===== src/rtl/mult_iter.sv =====
// ============================================================================
// mult_iter : sequential 32x32 signed multiplier, radix-2 Booth, 1 bit/clock.
// Macro MULT_EXCEPTION_EN enables the signed-32 overflow flag (else tied 0).
// Revision  : 1.0
// ============================================================================
`default_nettype none

module mult_iter (
    input  logic        clock,
    input  logic        reset_n,
    input  logic        ctrl_MULT,
    input  logic [31:0] data_operandA,
    input  logic [31:0] data_operandB,
    output logic [31:0] data_result,
    output logic        data_exception,
    output logic        data_resultRDY,
    output logic        busy
);

    typedef enum logic [1:0] {
        S_IDLE = 2'd0,
        S_RUN  = 2'd1,
        S_DONE = 2'd2
    } state_t;

    localparam logic [4:0] LAST_ITER = 5'd31;

    state_t      state;
    state_t      state_next;
    logic        load;
    logic        step;
    logic        finish;

    logic [31:0] mcand;
    logic [32:0] hi;
    logic [31:0] lo;
    logic        q_m1;
    logic [4:0]  count;

    logic [32:0] a_ext;
    logic [32:0] hi_sum;
    logic [32:0] hi_next;
    logic [31:0] lo_next;

    // ------------------------------------------------------------------
    // Control FSM
    // ------------------------------------------------------------------
    always_ff @(posedge clock or negedge reset_n) begin
        if (!reset_n) begin
            state <= S_IDLE;
        end else begin
            state <= state_next;
        end
    end

    always_comb begin
        state_next = state;
        load       = 1'b0;
        step       = 1'b0;
        finish     = 1'b0;
        case (state)
            S_IDLE, S_DONE: begin
                if (ctrl_MULT) begin
                    state_next = S_RUN;
                    load       = 1'b1;
                end else begin
                    state_next = S_IDLE;
                end
            end
            S_RUN: begin
                // A new start request aborts and restarts the operation.
                if (ctrl_MULT) begin
                    load = 1'b1;
                end else begin
                    step = 1'b1;
                    if (count == LAST_ITER) begin
                        finish     = 1'b1;
                        state_next = S_DONE;
                    end
                end
            end
            default: state_next = S_IDLE;
        endcase
    end

    assign busy           = (state == S_RUN);
    assign data_resultRDY = (state == S_DONE);

    // ------------------------------------------------------------------
    // Booth step: add/sub into the 33-bit hi, then arithmetic shift of
    // {hi, lo, q_m1}. The guard bit keeps A = 0x80000000 exact.
    // ------------------------------------------------------------------
    assign a_ext = {mcand[31], mcand};

    always_comb begin
        hi_sum = hi;
        case ({lo[0], q_m1})
            2'b01:   hi_sum = hi + a_ext;
            2'b10:   hi_sum = hi - a_ext;
            default: hi_sum = hi;
        endcase
    end

    assign hi_next = {hi_sum[32], hi_sum[32:1]};
    assign lo_next = {hi_sum[0], lo[31:1]};

    always_ff @(posedge clock or negedge reset_n) begin
        if (!reset_n) begin
            mcand <= 32'd0;
            hi    <= 33'd0;
            lo    <= 32'd0;
            q_m1  <= 1'b0;
            count <= 5'd0;
        end else if (load) begin
            mcand <= data_operandA;
            hi    <= 33'd0;
            lo    <= data_operandB;
            q_m1  <= 1'b0;
            count <= 5'd0;
        end else if (step) begin
            hi    <= hi_next;
            lo    <= lo_next;
            q_m1  <= lo[0];
            count <= count + 5'd1;
        end
    end

    always_ff @(posedge clock or negedge reset_n) begin
        if (!reset_n) begin
            data_result <= 32'd0;
        end else if (finish) begin
            data_result <= lo_next;
        end
    end

`ifdef MULT_EXCEPTION_EN
    // Overflow when the upper word is not a pure sign extension of the lower.
    logic exc_next;
    assign exc_next = (hi_next[31:0] != {32{lo_next[31]}});

    always_ff @(posedge clock or negedge reset_n) begin
        if (!reset_n) begin
            data_exception <= 1'b0;
        end else if (finish) begin
            data_exception <= exc_next;
        end
    end
`else
    assign data_exception = 1'b0;
`endif

endmodule

`default_nettype wire


===== config.mk =====
export PLATFORM = sky130hd
export DESIGN_NAME = mult_iter
export DESIGN_NICKNAME = d
export VERILOG_FILES = /design/src/rtl/mult_iter.sv
export SDC_FILE = /design/constraint.sdc
export NUM_CORES = 1
export LEC_CHECK = 0
export CAP_MARGIN = 20
export CELL_PAD_IN_SITES_DETAIL_PLACEMENT = 1
export CELL_PAD_IN_SITES_GLOBAL_PLACEMENT = 1
export CORE_AREA = 2 2 149 151
export CTS_CLUSTER_DIAMETER = 200
export DETAILED_ROUTE_END_ITERATION = 12
export DIE_AREA = 0 0 151 153
export GPL_TIMING_DRIVEN = 0
export PLACE_DENSITY = 0.75
export REMOVE_ABC_BUFFERS = 1
export SLEW_MARGIN = 15
export SYNTH_ARGS = -nofsm -noshare
export SYNTH_HDL_FRONTEND = slang
export SYNTH_SLANG_ARGS = --single-unit

===== constraint.sdc =====
create_clock -name clock -period 3.48 [get_ports clock]
set_input_delay 0.696 -clock clock [delete_from_list [all_inputs] [get_ports clock]]
set_output_delay 0.696 -clock clock [all_outputs]
set_load 0.01 [all_outputs]

==> flow_summary.toml <==
[run_status]
status = "finished with violations"
violations = "negative setup slack"

[critical_path]
critPathCaptureType = "flip-flop"
crit_required_ps = 3760
arrival_ps = 4300
worst-setup-path-type = "flip-flop to flip-flop"
start_kind = "flip-flop"
path_max_fanout = 7

[pwr]
cellLeakagePower_uw = 0.00476
power.net_switching_uw = 3540
p_per_area_nw_per_um2 = 762
power.share.clock = 0.223
switching_share = 0.414
seqPwrFrac = 0.254
ir_drop_v = 0.000325
p_int_uw = 5010
share_comb_of_total_power = 0.523

[place]
placedCellCount = 1230
hpwl_microns = 16400
gp_congestion = 0.834
port_buffers = 100

[grt]
grt_pass1_vias = 7878
antenna_found_initial = 0
grt.overflow.total = 0
grt_use_met3 = 0.0561
grt_max_degree = 80
grt_pass1_wl_microns = 41800
grt_use_met1 = 0.287
grtUsageMet2 = 0.388
busiest_layer = "met2"
grt_usage = 0.227

[floorplanning]
initial_core_util = 0.384
boundaryPins = 102
dieArea_sq_um = 23100
rows = 54
dieHeight_microns = 153
fp.coreArea_sq_um = 21500
die_w_microns = 151

[timing]
max_freq_mhz = 249
setup_ws_ps = -538
fin_crit_ps = 4020
setup_violations = 19
maxSlewHeadroom = 0.329
finalCritPeriodShare = 1.15
grt_setup_unrepaired = "true"
tightest_slew_ps = 1010
finClkSkew_ps = 15.7
hold_viol = 0
finalMaxSlewViolations = 0

[drt]
antenna_left = 0
vias = 7609
drt_iter0_drc = 321
avgRoutedWirePerCell_microns = 20.8
drcViolationCount = 0
via_per_inst = 5.76
wirelength_microns = 27500
drt_first_pass_iters = 4

[final_layout]
seqCellArea_sq_um = 3400
multi_input_area_sq_um = 5120
final_util = 0.522
layout.cells.non_filler = 1322
n_antenna_cell = 0
final_cell_mix = "nor2_1 (141), dfrtp_1 (136), clkdlybuf4s50_1 (98)"
layout_commonest_cell = "nor2_1"
layout-drive-gt1-share = 0.246
nNetsFinal = 1133
fillerInstances = 2390
syn_to_final_growth_pct = 36.0

[clock_tree]
ctsHtreeMaxLevel = 4
cts_tree = "yes"
postCtsHoldBufs = 0
cts_buffers = 17
clock_path_buffers = 2
clkTransAtPathRegs_ps = 70
insertion_delay_ps = 440
cts_sinks = 136
clockRootBuffer = "clkbuf_16"

[logic_synthesis]
synth.ff_latch_count = 136
yosys_most_used_dff = "dfrtp_1"
async_flop_share = 1.00
synth_xor_area_frac = 0.0606
yosysWarnings = 0
syn_inst = 895
yosysSeqAreaShare = 0.413
synth_top_family_by_area = "compound AO/OA/AOI/OAI gates"
synth.area.mux_share = 0.0854
synth_edf_count = 0
syn_avg_cell_area_sq_um = 9.21
synth-compound-area-share = 0.189
synth_cell_types = 57
synthAdderAreaFrac = 0.0571
syn_area_sq_um = 8240
yosys.area_share.simple = 0.160

[hold_path]
holdCritPathClass = "input port to asynchronous set/reset pin"

[job]
cap_viol_max_count = 0
## layout make-up
cell class | count | area share
sequential | 136 | 0.303
inverter | 23 | 0.00770
clock inverter | 15 | 0.0160
timing repair buffer | 167 | 0.147
tap | 280 | 0.0312
clock buffer | 17 | 0.0379
multi-input combinational | 684 | 0.457
## routing by layer
| metal | up-vias | wire length (microns) | part of all wire |
|---|---|---|---|
| li1 | 3489 | - | - |
| met1 | 3878 | 11500 | 0.42 |
| met2 | 191 | 14000 | 0.51 |
| met3 | 51 | 1370 | 0.050 |
| met4 | 0 | 534 | 0.019 |
| met5 | - | 0 | 0 |
## worst max-delay path: stages, from the launching register on
cell and delay, ps:
dfrtp_1 400, or3_4 430, buf_4 150, nor3b_2 240, a21oi_1 150, xnor2_2 200
ha_4 350, nand2_1 110, nor2_1 220, o41ai_2 120, o211ai_1 300, o211ai_2 220
o31a_1 390, buf_6 150, o41ai_4 210, xnor2_1 160, o21ai_1 70
## per-stage QoR
stage	TNS [ps]	power (uW)	area [sq um]	hold slack, ps	setup slack (ps)
2_1_floorplan	-1190	4380	8050	400	-255
3_3_place_gp	-853950	5080	9400	488	-4140
3_5_place_dp	-16320	5200	9580	495	-1340
4_1_cts	-2870	7850	10800	209	-332
5_1_grt	-8980	9010	11200	217	-624
6_report	-6050	8550	11200	186	-538
## power groups by stage
| stage | Combinational [uW] | Sequential (uW) | Clock (uW) |
|---|---|---|---|
| floorplan | 2320 | 2060 | 0 |
| global placement | 2940 | 2140 | 0 |
| detailed placement | 3050 | 2150 | 0 |
| CTS | 3790 | 2140 | 1930 |
| global route | 4800 | 2210 | 2000 |
| finish | 4470 | 2170 | 1900 |
## cells in the mapped netlist, types with 6 or more instances
cell type    n  area share
xnor2_1     45       0.048
o21ai_0     61       0.037
xor2_1      12       0.013
and3_1       6      0.0046
a21oi_1     55       0.033
nand2_1     48       0.022
ha_1        36       0.055
nor4_1       9      0.0068
nor2_1     148       0.067
a21o_1      15       0.014
buf_1        6      0.0027
nor3_1      43       0.026
nand4_1      7      0.0053
dfrtp_1    136        0.41
mux2_2      59       0.081
clkbuf_1    45       0.020
a31oi_1      9      0.0068
a221o_1     31       0.038
a22oi_1     18       0.016
nand3_1      8      0.0049
inv_1       22       0.010
## kinds of logic after synthesis
| group | count (synthesis) |
|---|---|
| xor gates and xnor gates | 57 |
| adders and majority gates | 37 |
| and+or+nand+nor | 295 |
| buffers and inverters | 75 |
| muxes | 63 |
| DFF | 136 |
| other | 1 |
| AOI/OAI and AO/OA | 231 |
## path summary, 6_finish.rpt
| kind | slack [ps] | startpoint | cells after the start | to |
|---|---|---|---|---|
| max | -540 | mcand[3]$_DFFE_PN0P_ | 16 | hi[24]$_DFFE_PN0P_ |
| min | 190 | reset_n | 1 | mcand[18]$_DFFE_PN0P_ |
| min in group clock | 510 | hi[0]$_DFFE_PN0P_ | 2 | hi[0]$_DFFE_PN0P_ |
| max reg2reg | -540 | mcand[3]$_DFFE_PN0P_ | 16 | hi[24]$_DFFE_PN0P_ |
| min reg2reg | 510 | hi[0]$_DFFE_PN0P_ | 2 | hi[0]$_DFFE_PN0P_ |
| max in group asynchronous | 2520 | reset_n | 2 | data_result[23]$_DFFE_PN0P_ |
## repair_timing
| item | 4_1_cts | 5_1_grt |
|---|---|---|
| gates cloned | 0 | 0 |
| setup buffers | 38 | 22 |
| pin swaps | 43 | 55 |
| resized for setup | 85 | 51 |
| endpoints found under the setup margin | 22 | 23 |
## state kept, by name, indices dropped and copies added (netlist names)
| name | cells |
|---|---|
| count | 5 |
| data_result | 32 |
| hi | 32 |
| lo | 32 |
| mcand | 32 |
| q_m1 | 1 |
| state | 2 |
No activity file was read; power rests on OpenSTA's default activity.
